### src/rtl/scan_pkt_pkg.sv
// scan_pkt_pkg: shared state encoding, header and trailer field positions
package scan_pkt_pkg;
    typedef enum logic [3:0] {
        IDLE  = 4'b0001,
        HDR   = 4'b0010,
        DATA  = 4'b0100,
        TRAIL = 4'b1000
    } state_t;
    localparam int HDR_SENSOR = 0;
    localparam int HDR_SCAN_HI = 1;
    localparam int HDR_SCAN_LO = 2;
    localparam int HDR_BEATS = 3;
    localparam int ERR_OVERFLOW = 0;
    localparam int ERR_START_IGNORED = 1;
endpackage

### src/rtl/scan_pkt_tx_if.sv
// scan_pkt_tx_if: Avalon-ST packet stream between source and sink
interface scan_pkt_tx_if #(
    parameter int DATA_WIDTH = 16
);
    logic valid;
    logic ready;
    logic sop;
    logic eop;
    logic [DATA_WIDTH-1:0] data;
    modport master (output valid, sop, eop, data, input ready);
    modport slave (input valid, sop, eop, data, output ready);
endinterface

### src/rtl/scan_pkt_fifo.sv
// scan_pkt_fifo: synchronous sample FIFO; pushes while full are dropped
module scan_pkt_fifo #(
    parameter int WIDTH = 16,
    parameter int DEPTH = 16
) (
    input  logic clk,
    input  logic reset_n,
    input  logic push,
    input  logic [WIDTH-1:0] push_data,
    input  logic pop,
    output logic [WIDTH-1:0] pop_data,
    output logic full,
    output logic empty,
    output logic [$clog2(DEPTH):0] count
);
    localparam int AW = $clog2(DEPTH);
    logic [WIDTH-1:0] mem [DEPTH];
    logic [AW-1:0] wr_ptr, rd_ptr;
    logic do_push, do_pop;
    assign full = count == (AW + 1)'(DEPTH);
    assign empty = count == '0;
    assign do_push = push && !full;
    assign do_pop = pop && !empty;
    assign pop_data = mem[rd_ptr];
    // pointer and occupancy bookkeeping
    always_ff @(posedge clk or negedge reset_n) begin
        if (!reset_n) begin
            wr_ptr <= '0;
            rd_ptr <= '0;
            count <= '0;
        end else begin
            wr_ptr <= wr_ptr + AW'(do_push);
            rd_ptr <= rd_ptr + AW'(do_pop);
            count <= count + (AW + 1)'(do_push) - (AW + 1)'(do_pop);
        end
    end
    // storage array, no reset needed since occupancy gates every read
    always_ff @(posedge clk) begin
        if (do_push) mem[wr_ptr] <= push_data;
    end
endmodule

### src/rtl/scan_pkt_tx.sv
// scan_pkt_tx: frames a free-running sample stream into Avalon-ST scan packets
module scan_pkt_tx
    import scan_pkt_pkg::*;
#(
    parameter int DATA_WIDTH = 16,
    parameter int SAMPLES_PER_SCAN = 64,
    parameter int FIFO_DEPTH = 16
) (
    input  logic clk,
    input  logic reset_n,
    input  logic start,
    input  logic [DATA_WIDTH-1:0] sensor_type,
    input  logic sample_valid,
    input  logic [DATA_WIDTH-1:0] sample_data,
    scan_pkt_tx_if.master data_output,
    output logic busy
);
    localparam int CW = $clog2(SAMPLES_PER_SCAN + 1);
    localparam int AW = $clog2(FIFO_DEPTH);
    state_t state, state_n;
    logic [1:0] idx, idx_n;
    logic [CW-1:0] beat, beat_n, cap_cnt;
    logic cap_en;
    logic [31:0] scan, scan_n;
    logic ovf, ovf_n, sig, sig_n;
    logic v, v_n, sop, sop_n, eop, eop_n;
    logic [DATA_WIDTH-1:0] d, d_n, fifo_data, trailer;
    logic fifo_full, fifo_empty, push, drop, pop, can_load;
    logic [AW:0] fifo_count_unused;

    assign push = sample_valid && cap_en && !fifo_full;
    assign drop = sample_valid && cap_en && fifo_full;
    assign can_load = !v || data_output.ready;
    assign pop = can_load && !fifo_empty &&
                 ((state == DATA && beat != CW'(SAMPLES_PER_SCAN)) || (state == HDR && idx == 2'(HDR_BEATS)));
    assign busy = state != IDLE;
    assign data_output.valid = v;
    assign data_output.sop = sop;
    assign data_output.eop = eop;
    assign data_output.data = d;

    scan_pkt_fifo #(.WIDTH(DATA_WIDTH), .DEPTH(FIFO_DEPTH)) u_fifo (
        .clk(clk),
        .reset_n(reset_n),
        .push(push),
        .push_data(sample_data),
        .pop(pop),
        .pop_data(fifo_data),
        .full(fifo_full),
        .empty(fifo_empty),
        .count(fifo_count_unused)
    );

    // capture window: opens after an accepted start, closes after a full scan of pushes
    always_ff @(posedge clk or negedge reset_n) begin
        if (!reset_n) begin
            cap_en <= 1'b0;
            cap_cnt <= '0;
        end else if (state == IDLE && start) begin
            cap_en <= 1'b1;
            cap_cnt <= '0;
        end else if (push) begin
            cap_cnt <= cap_cnt + CW'(1);
            if (cap_cnt == CW'(SAMPLES_PER_SCAN - 1)) cap_en <= 1'b0;
        end
    end

    // packet state and the registered output beat
    always_ff @(posedge clk or negedge reset_n) begin
        if (!reset_n) begin
            state <= IDLE;
            idx <= '0;
            beat <= '0;
            scan <= '0;
            ovf <= 1'b0;
            sig <= 1'b0;
            v <= 1'b0;
            sop <= 1'b0;
            eop <= 1'b0;
            d <= '0;
        end else begin
            state <= state_n;
            idx <= idx_n;
            beat <= beat_n;
            scan <= scan_n;
            ovf <= ovf_n;
            sig <= sig_n;
            v <= v_n;
            sop <= sop_n;
            eop <= eop_n;
            d <= d_n;
        end
    end

    // next-state and next-beat selection; the register only reloads when empty or accepted
    always_comb begin
        state_n = state;
        idx_n = idx;
        beat_n = beat;
        scan_n = scan;
        ovf_n = ovf || drop;
        sig_n = sig || (start && (state == HDR || state == DATA));
        v_n = v;
        sop_n = sop;
        eop_n = eop;
        d_n = d;
        trailer = '0;
        trailer[ERR_OVERFLOW] = ovf;
        trailer[ERR_START_IGNORED] = sig || start;
        case (state)
            IDLE: if (start) begin
                state_n = HDR;
                idx_n = 2'(HDR_SENSOR + 1);
                beat_n = '0;
                v_n = 1'b1;
                sop_n = 1'b1;
                eop_n = 1'b0;
                d_n = sensor_type;
            end
            HDR: if (can_load) begin
                sop_n = 1'b0;
                if (idx == 2'(HDR_BEATS)) begin
                    state_n = DATA;
                    v_n = pop;
                    d_n = pop ? fifo_data : d;
                    beat_n = beat + CW'(pop);
                end else begin
                    v_n = 1'b1;
                    d_n = idx == 2'(HDR_SCAN_HI) ? DATA_WIDTH'(scan[31:16]) : DATA_WIDTH'(scan[15:0]);
                    idx_n = idx + 2'd1;
                end
            end
            DATA: if (can_load) begin
                if (beat == CW'(SAMPLES_PER_SCAN)) begin
                    state_n = TRAIL;
                    v_n = 1'b1;
                    eop_n = 1'b1;
                    d_n = trailer;
                end else begin
                    v_n = pop;
                    d_n = pop ? fifo_data : d;
                    beat_n = beat + CW'(pop);
                end
            end
            TRAIL: if (can_load) begin
                state_n = IDLE;
                v_n = 1'b0;
                eop_n = 1'b0;
                scan_n = scan + 32'd1;
                ovf_n = 1'b0;
                sig_n = 1'b0;
            end
            default: state_n = IDLE;
        endcase
    end
endmodule

### src/flat_wrapper.sv
// flat-port wrapper written by rule: the top's interface ports become plain ports
module scan_pkt_tx_flat import scan_pkt_pkg::*;
#(
    parameter int DATA_WIDTH = 16,
    parameter int SAMPLES_PER_SCAN = 64,
    parameter int FIFO_DEPTH = 16
)
  (clk, reset_n, start, sensor_type, sample_valid, sample_data, busy, data_output_valid, data_output_sop, data_output_eop, data_output_data, data_output_ready);
  scan_pkt_tx_if #(.DATA_WIDTH(DATA_WIDTH)) data_output_i ();
  input  logic clk;
  input  logic reset_n;
  input  logic start;
  input  logic [DATA_WIDTH-1:0] sensor_type;
  input  logic sample_valid;
  input  logic [DATA_WIDTH-1:0] sample_data;
  output logic busy;
  output wire logic [$bits(data_output_i.valid)-1:0] data_output_valid;
  output wire logic [$bits(data_output_i.sop)-1:0] data_output_sop;
  output wire logic [$bits(data_output_i.eop)-1:0] data_output_eop;
  output wire logic [$bits(data_output_i.data)-1:0] data_output_data;
  input wire logic [$bits(data_output_i.ready)-1:0] data_output_ready;
  assign data_output_valid = data_output_i.valid;
  assign data_output_sop = data_output_i.sop;
  assign data_output_eop = data_output_i.eop;
  assign data_output_data = data_output_i.data;
  assign data_output_i.ready = data_output_ready;
  scan_pkt_tx #(.DATA_WIDTH(DATA_WIDTH), .SAMPLES_PER_SCAN(SAMPLES_PER_SCAN), .FIFO_DEPTH(FIFO_DEPTH)) u_core (.clk(clk), .reset_n(reset_n), .start(start), .sensor_type(sensor_type), .sample_valid(sample_valid), .sample_data(sample_data), .data_output(data_output_i), .busy(busy));
endmodule
### config.mk
export PLATFORM = sky130hd
export DESIGN_NAME = scan_pkt_tx_flat
export DESIGN_NICKNAME = d
export VERILOG_FILES = /design/src/rtl/scan_pkt_pkg.sv /design/src/rtl/scan_pkt_tx_if.sv /design/src/rtl/scan_pkt_fifo.sv /design/src/rtl/scan_pkt_tx.sv /design/src/flat_wrapper.sv
export SDC_FILE = /design/constraint.sdc
export NUM_CORES = 1
export LEC_CHECK = 0
export BUFFER_PORTS_ARGS = -buffer_cell sky130_fd_sc_hd__buf_2
export CAP_MARGIN = 20
export CELL_PAD_IN_SITES_DETAIL_PLACEMENT = 1
export CELL_PAD_IN_SITES_GLOBAL_PLACEMENT = 1
export CORE_MARGIN = 2
export CORE_UTILIZATION = 40
export CTS_CLUSTER_DIAMETER = 200
export CTS_CLUSTER_SIZE = 40
export DETAILED_ROUTE_END_ITERATION = 12
export GPL_TIMING_DRIVEN = 0
export PLACE_DENSITY = 0.71
export SETUP_SLACK_MARGIN = 0.5
export SKIP_CTS_REPAIR_TIMING = 1
export SLEW_MARGIN = 20
export SYNTH_ARGS = -nofsm -noshare
export SYNTH_HDL_FRONTEND = slang
export SYNTH_SLANG_ARGS = --single-unit
### constraint.sdc
create_clock -name clk -period 9.9 [get_ports clk]
set_clock_uncertainty 0.2 [all_clocks]
set_input_delay 0 -clock clk [delete_from_list [all_inputs] [get_ports clk]]
set_output_delay 0 -clock clk [all_outputs]
set_load 0.005 [all_outputs]
# Word-level counts from Yosys, hierarchy flattened
# Memories as Yosys holds them, arrays and structs flattened.
# Cells that the tools add are included.
[word_totals]
register_bits = 87
ram_bits = 256
inputBits = 37
output_inout_bits = 20
elab_cells = 127
mem_count = 1
[mem_list]
columns = ["memory", "words", "word_bits", "rd", "rd_ports_with_merged_regs", "write_ports", "line_no", "source"]
rows = [
  ["u_core.u_fifo.mem", 16, 16, 1, 0, 1, "scan_pkt_fifo.sv:17", "logic [WIDTH-1:0] mem [DEPTH];"],
]
[classes]
addsub = 8
eq_ne = 19
n_mux = 48
reduce_logical = 36
[ops]
columns = ["operator", "count"]
rows = [
  ["16-bit two-way mux", 7],
  ["7-bit two-way mux", 7],
  ["16-bit case mux with 3 select lines", 1],
  ["32-bit by 1-bit adder with 32-bit output (second input constant)", 1],
  ["4-bit two-way mux", 6],
  ["7-bit case mux with 3 select lines", 1],
  ["1-bit two-way mux", 18],
  ["4-bit case mux with 4 select lines", 1],
  ["6-bit AND reduction", 2],
  ["1-bit logical AND", 11],
  ["2-bit != test (second input constant)", 5],
  ["5-bit AND reduction", 2],
  ["4-bit by 1-bit adder with 4-bit output", 2],
  ["4-bit AND reduction", 2],
  ["7-bit by 1-bit adder with 7-bit output", 1],
  ["7-bit by 1-bit adder with 7-bit output (second input constant)", 1],
  ["7-bit by 6-bit == test with 1-bit output (second input constant)", 1],
  ["7-bit == test (second input constant)", 1],
  ["7-bit != test (second input constant)", 1],
  ["1-bit logical OR", 6],
  ["2-bit two-way mux", 3],
  ["2-bit by 1-bit != test with 1-bit output (second input constant)", 3],
  ["2-bit nonzero test", 3],
  ["3-bit nonzero test", 2],
  ["20 further kinds", 23],
]

# Depth between registers and ports, before layout
# Gate-level depths: netlist of the first run.
[depth]
depth_word = 8
mapped_depth = 12
mapped_depth_nobuf = 12

# Modules after synthesis
# From an unflattened synthesis of the first run, not the netlist that was laid out.
[unflattened]
hier_cells = 918
hier_area_um2 = 14958.1
[by_module_without_submodules]
columns = ["mod", "n_inst", "cells_per_inst", "area_each_um2", "seq_area_each_um2"]
rows = [
  ["scan_pkt_fifo", 1, 539, 10749.1, 8012.7],
  ["scan_pkt_tx", 1, 379, 4209.0, 1853.0],
]

# Worst setup path after synthesis of the first run
# Ideal clock, no wire load.
[synth_path]
path_type = "register to register"
start = "reg u_core.u_fifo.count[2]"
end = "mem u_core.u_fifo.mem[0][0], enable pin"
setup_time_ps = 409
arrival_ps = 2662
t_required_ps = 9291
path_slack_ps = 6629
stages_incl_launch_ff = 8
n_path_buf = 1
period_less_slack_ps = 3271
path_cell_list = "dfrtp_1 -> inv_1 -> ha_1 -> nor4bb_1 -> or2_2 -> clkbuf_1 -> or3_1 -> nor3_1"
[synth_via]
elab_chain_cells = 6
[synth_lines]
columns = ["item", "line_no", "source"]
rows = [
  ["start, declared", "scan_pkt_fifo.sv:14", "output logic [$clog2(DEPTH):0] count"],
  ["start signal, assigned", "scan_pkt_fifo.sv:34", "count <= count + (AW + 1)'(do_push) - (AW + 1)'(do_pop);"],
  ["5-bit == test *", "scan_pkt_fifo.sv:20", "assign full = count == (AW + 1)'(DEPTH);"],
  ["1-bit zero test *", "scan_pkt_fifo.sv:22, scan_pkt_tx.sv:31", ""],
  ["1-bit logical AND", "scan_pkt_tx.sv:31", "assign push = sample_valid && cap_en && !fifo_full;"],
  ["1-bit logical AND *", "scan_pkt_fifo.sv:22", "assign do_push = push && !full;"],
  ["1-bit two-way mux *", "scan_pkt_fifo.sv:39", "if (do_push) mem[wr_ptr] <= push_data;"],
  ["1-bit two-way mux (implied by the code) *", "scan_pkt_fifo.sv:39", ""],
  ["end, declared", "scan_pkt_fifo.sv:17", ""],
]
# Every way passes the cells marked *; elsewhere a longest branch is shown, timed or not.

# Final worst setup path of the first run
[layout_path]
start = "reg u_core.beat[3]"
end = "reg u_core.u_fifo.count[4]"
[layout_via]
elab_chain_cells = 6
[layout_lines]
columns = ["item", "line_no", "source"]
rows = [
  ["start, declared", "scan_pkt_tx.sv:22", "logic [CW-1:0] beat, beat_n, cap_cnt;"],
  ["start signal, assigned", "scan_pkt_tx.sv:84", "beat <= beat_n;"],
  ["7-bit != test", "scan_pkt_tx.sv:35", "((state == DATA && beat != CW'(SAMPLES_PER_SCAN)) || (state == HDR && idx == 2'(HDR_BEATS)));"],
  ["1-bit logical AND", "scan_pkt_tx.sv:35", ""],
  ["1-bit logical OR", "scan_pkt_tx.sv:35", ""],
  ["1-bit logical AND", "scan_pkt_tx.sv:34", "assign pop = can_load && !fifo_empty &&"],
  ["1-bit logical AND", "scan_pkt_fifo.sv:23", "assign do_pop = pop && !empty;"],
  ["5-bit by 1-bit subtractor with 5-bit output", "scan_pkt_fifo.sv:34", ""],
]
# Every way passes these cells.
# A chain may end at the register's enable or synchronous reset.

==> qor.yml, run 1 <==
logic_synthesis:
  synth.largest_area_cell: "edfxtp_1"
  async_flop_share_pct: 25.4
  syn_area_per_cell_um2: 16.8
  ys_types: 67
  synth_cells: 870
  synth.top_cell.area_share_pct: 52.7
  synth_sequential_area_ratio_pct: 67.6
  synth_warnings: 0
  syn_nets: 921
  synth-seq-cells: 343
  yosysMostFrequentCell: "edfxtp_1"
  synth_area_um2: 14600
  synth_area_leaders: "edfxtp_1 (53%), dfrtp_1 (15%), mux4_2 (10%)"
  synth_common_cells: "edfxtp_1 (256), dfrtp_1 (86), mux2i_1 (80)"
  synthFlopType: "edfxtp_1"
  synth_edf_count: 256
global_route:
  gr-usage-all-layers_pct: 18.2
  grt_max_degree: 62
  grt_pass1_vias: 8455
  grt_antenna_before_repair: 0
  grt_pass1_wl_mm: 52.3
  grt.overflow.total: 0
power:
  ir_drop_uv: 114
  p_per_area_nw_per_um2: 241
  p_leak_nw: 5.73
layout:
  area_growth_pct: 12.8
  drive_gt1_share_pct: 21.1
  layout.cells.non_filler: 1459
  nFillCells: 3491
  fin_nets: 1043
  diodes: 0
sta:
  fin_crit_ps: 3550
  fin_setup_tns_ps: 0
  holdWs_ps: 58.6
  worst_slew_pin_slew_ps: 978
  slew_viol_final: 0
  max_freq_mhz: 282
  rsz0062_at_grt: "false"
  hold_viol: 0
  setup_violations: 0
  min_period_over_period_pct: 35.8
  slew_headroom_pct: 34.8
  fin_ws_ps: 6350
setup_path:
  cp_max_fo: 8
  critical_path_arrival_ps: 3810
  required_ps: 10160
  worst_setup_path_start_kind: "flop"
  crit_path_end_kind: "flop"
  worstSetupPathType: "flop to flop"
routing:
  wl_per_cell_um: 23.6
  drc: 0
  drt_first_iter_violations: 534
  wirelength_mm: 34.4
  via_count: 7988
  first_pass_iters: 4
  via_per_inst: 5.47
  ant_nets: 0
min_path:
  hp-class: "input pin to flop"
placed_design:
  gp_congestion: 0.779
  dp.cells: 1400
  io_buffers: 56
  dpl.hpwl_mm: 23.9
  preCtsSetupSlack_ps: 6360
clocking:
  clock_latency_ps: 520
  numCtsBuffers: 12
  cts_tree: "yes"
  cts_sinks: 343
  htree_num_levels: 1
  root_buffer: "clkbuf_16"
  clk_pin_slew_ps: 150
  cts_max_path_buffers: 3
run:
  max-cap-violations: 0
die:
  num_rows: 69
  die_h_um: 195
  die_x_um: 195
  initial_core_util_pct: 40.8
  core_area_um2: 35700
  ioPinCount: 57
  die-area_um2: 38000
outcome:
  status: "complete, no violations"
-- final cells by class --
cell class              instances  area (um^2)  area share (%)
repair buffers                108          835            5.07
clock buffers                  19          348            2.11
multi-input cells             470         4550            27.6
clock inverters                 1         20.0           0.122
inverters                      16         60.1           0.365
well taps                     461          577            3.50
plain buffers                  41          206            1.25
flip-flops and latches        343         9870            59.9
-- report_power, final --
group	total (mW)	switching, mW	internal (mW)
combinational	1.42	0.805	0.617
clock	0.676	0.422	0.254
sequential	1.87	0.112	1.75
-- per-stage QoR --
step | power [mW] | util, % | cell area, um^2
2_1_floorplan | 2.83 | - | 14600
3_3_place_gp | 3.24 | 43.2 | 15400
3_5_place_dp | 3.33 | 43.9 | 15700
4_1_cts | 4.00 | 44.9 | 16100
5_1_grt | 4.18 | 46.0 | 16500
6_report | 3.96 | 46.0 | 16500
-- path summary, 6_finish.rpt --
path / cells after the start / slack (ps) / to / start
worst max-delay path: 10 / 6350 / u_core.u_fifo.count[4] / u_core.beat[3]
worst min-delay path: 3 / 60 / u_core.state[0] / start
worst max register to register: 10 / 6350 / u_core.u_fifo.count[4] / u_core.beat[3]
worst min register to register: 1 / 290 / u_core.scan[31] / u_core.scan[31]
max in group asynchronous: 4 / 8850 / u_core.scan[3] / reset_n
min in group asynchronous: 4 / 300 / u_core.state[2] / reset_n
-- cell usage in the layout (no fill, tap or decap), drive strengths merged, types with 14 or more instances in the layout --
cell type    synthesis  final
edfxtp             256    256
buf                 24     94
dfrtp               86     86
mux2i               80     80
mux4                65     65
nor2                45     45
dlygate4sd3          0     38
clkbuf              17     36
nand2               32     32
xnor2               30     30
o21ai               28     28
xor2                22     22
nand3               22     22
a21oi               17     17
inv                 16     17
o2bb2ai             14     14
nand4               14     14
-- per-layer routing --
metal / part of all wire [%] / vias up / GRT usage [%]
li1: - / 3607 / -
met1: 43 / 4198 / 23.9
met2: 51 / 146 / 32.3
met3: 3.8 / 37 / 2.50
met4: 1.7 / 0 / 4.01
met5: 0 / - / 0
-- kinds of logic (layout without fill, tap and decap cells) --
group | count (synthesis) | in the layout | share of synthesized area [%]
AND/OR/NAND/NOR | 173 | 173 | 6.61
adder cells (fa/ha/maj) | 14 | 14 | 1.25
buffers and inverters | 57 | 185 | 1.83
multiplexers | 151 | 151 | 16.0
AO/OA/AOI/OAI | 80 | 80 | 3.57
flip-flops | 343 | 343 | 67.6
XOR/XNOR | 52 | 52 | 3.12
-- registers in the layout, summed over array words and instances, names as in the netlist --
signal                    cells
u_core.sig                    1
u_core.ovf                    1
u_core.scan                  32
u_core.data_output.eop        1
u_core.beat                   7
u_core.cap_en                 1
u_core.u_fifo.count           5
u_core.data_output.sop        1
u_core.cap_cnt                7
u_core.u_fifo.rd_ptr          4
u_core.state                  4
u_core.data_output.data      16
u_core.u_fifo.mem           256
u_core.idx                    2
u_core.u_fifo.wr_ptr          4
u_core.data_output.valid      1
-- critical path, cell delays in order (launching register included) --
cell	delay, ps
dfrtp_1	460
or4b_1	620
o21ai_1	580
a21oi_2	310
xnor2_1	210
ha_1	220
fa_1	410
a21oi_1	170
nor2_1	60
nor2_1	120
xnor2_1	130
Power figures use the tool's default switching activity.
==> run 2: changes to the inputs <==
Settings changed: PLACE_DENSITY 0.71 to 0.73.
Clock period 9.9 ns to 2.9 ns, I/O delays scaled along.
==> run 2 against run 1 <==
Via count grew 8.0%; first-iteration DRC count grew 47%; combinational power grew to 4.7 times the previous value; wire length grew 14%; power grew to 3.9 times the previous value; flip-flop and latch count did not move; largest cell class unchanged.
==> qor.yml, run 2 (synthesized netlist as in run 1, its figures left out) <==
outcome:
  status: "complete, no violations"
placed_design:
  place_area_um2: 15800
  dpl.hpwl_mm: 23.5
  io_buffers: 56
  dp.cells: 1390
  gp_congestion: 0.798
  preCtsSetupSlack_ps: -242
layout:
  most-common-layout-cells: "edfxtp_1 (256), dfrtp_1 (84), mux4_2 (65), buf_2 (57), mux2i_1 (56)"
  fin_area_um2: 18000
  area_growth_pct: 23.4
  top_register: "u_core.u_fifo.mem"
  layout.cells.non_filler: 1532
  drive_gt1_share_pct: 33.5
  nFillCells: 3401
  final_common_cell: "edfxtp_1"
  largest_reg_flops: 256
  fin_nets: 1118
sta:
  fin_setup_tns_ps: 0
  max_freq_mhz: 358
  worst_slew_pin_slew_ps: 1030
  min_period_over_period_pct: 96.3
  rsz0062_at_grt: "true"
  setup_violations: 0
  slew_viol_final: 0
  slew_headroom_pct: 31.0
  holdWs_ps: 51.6
  fin_ws_ps: 108
  hold_viol: 0
  fin_crit_ps: 2790
power:
  p_per_area_nw_per_um2: 856
  p_sw_mw: 5.32
  intPower_mw: 10.1
  combPwrFrac_pct: 43.3
  power.share.clock_pct: 15.0
  p_leak_nw: 6.39
  netSwitchingFraction_pct: 34.5
  seqPwrFrac_pct: 41.7
  ir_drop_uv: 529
die:
  num_rows: 69
  die_h_um: 195
  die-area_um2: 38000
  core_area_um2: 35700
  die_x_um: 195
  ioPinCount: 57
  initial_core_util_pct: 40.8
clocking:
  root_buffer: "clkbuf_16"
  cts_max_path_buffers: 3
  htree_num_levels: 1
  clk_pin_slew_ps: 160
  clock_latency_ps: 520
  cts_tree: "yes"
  numCtsBuffers: 12
  cts_sinks: 343
setup_path:
  critical_path_arrival_ps: 3050
  worst_setup_path_start_kind: "flop"
  cp_max_fo: 6
  worstSetupPathType: "flop to flop"
  required_ps: 3150
  crit_path_end_kind: "flop"
routing:
  drt_first_iter_violations: 787
  via_per_inst: 5.63
  ant_nets: 0
  drc: 0
  wl_per_cell_um: 25.6
  wirelength_mm: 39.2
  first_pass_iters: 4
  via_count: 8626
global_route:
  grt.overflow.total: 0
  gr-usage-all-layers_pct: 18.5
  grt_max_degree: 55
  grt_pass1_vias: 8630
  grt_pass1_wl_mm: 53.2
  grt_antenna_before_repair: 1
min_path:
  hp-class: "input pin to flop"
run:
  max-cap-violations: 0
run 2: path summary, 6_finish.rpt:
path                       depth (start not counted)                     end  slack (ps)             from
setup / recovery                                  10  u_core.u_fifo.count[4]         110   u_core.beat[4]
hold / removal                                     3         u_core.state[0]          50            start
max in group asynchronous                          4         u_core.scan[19]        1880          reset_n
hold reg to reg                                    1         u_core.scan[31]         290  u_core.scan[31]
setup reg to reg                                  10  u_core.u_fifo.count[4]         110   u_core.beat[4]
min in group asynchronous                          4              u_core.ovf         320          reset_n
run 2: area by class of cell:
cell class,count,area [um^2],share of cell area (%)
Clock inverter,1,20.0,0.111
Inverter,16,67.6,0.375
Buffer,41,405,2.25
Timing Repair Buffer,183,1760,9.76
Clock buffer,16,337,1.87
Tap cell,461,577,3.20
Multi-Input combinational cell,470,4970,27.6
Sequential cell,343,9870,54.8
Antenna cell,1,2.50,0.0139
run 2: power groups by stage:
stage | Combinational [mW] | Clock, mW | Sequential (mW)
final | 6.68 | 2.31 | 6.43
after global routing | 7.11 | 2.50 | 6.50
after CTS | 4.99 | 2.36 | 6.42
after detailed placement | 4.97 | 0 | 6.52
after global placement | 4.79 | 0 | 6.48
after floorplan | 3.48 | 0 | 6.38
run 2: metrics by stage:
stage | util, % | power, mW
finish | 50.4 | 15.4
global placement | 43.9 | 11.3
CTS | 45.1 | 13.8
floorplan | - | 9.86
global route | 50.4 | 16.1
detailed placement | 44.1 | 11.5
run 2: worst max-delay path, cell delays in order, from the launching register on:
cell     delay, ps
dfrtp_1        430
or4b_4         580
o21ai_4        270
a21oi_4        130
xnor2_2        150
ha_2           190
fa_2           360
a21oi_2        130
nor2_1          50
nor2_1         110
xnor2_1        130
run 2: metal layers:
| metal | track usage, % | share of wire [%] | vias up |
|---|---|---|---|
| met5 | 0 | 0 | - |
| met4 | 4.04 | 2.5 | 0 |
| met3 | 2.37 | 3.9 | 60 |
| li1 | - | - | 3766 |
| met1 | 25.0 | 43 | 4567 |
| met2 | 32.0 | 51 | 233 |
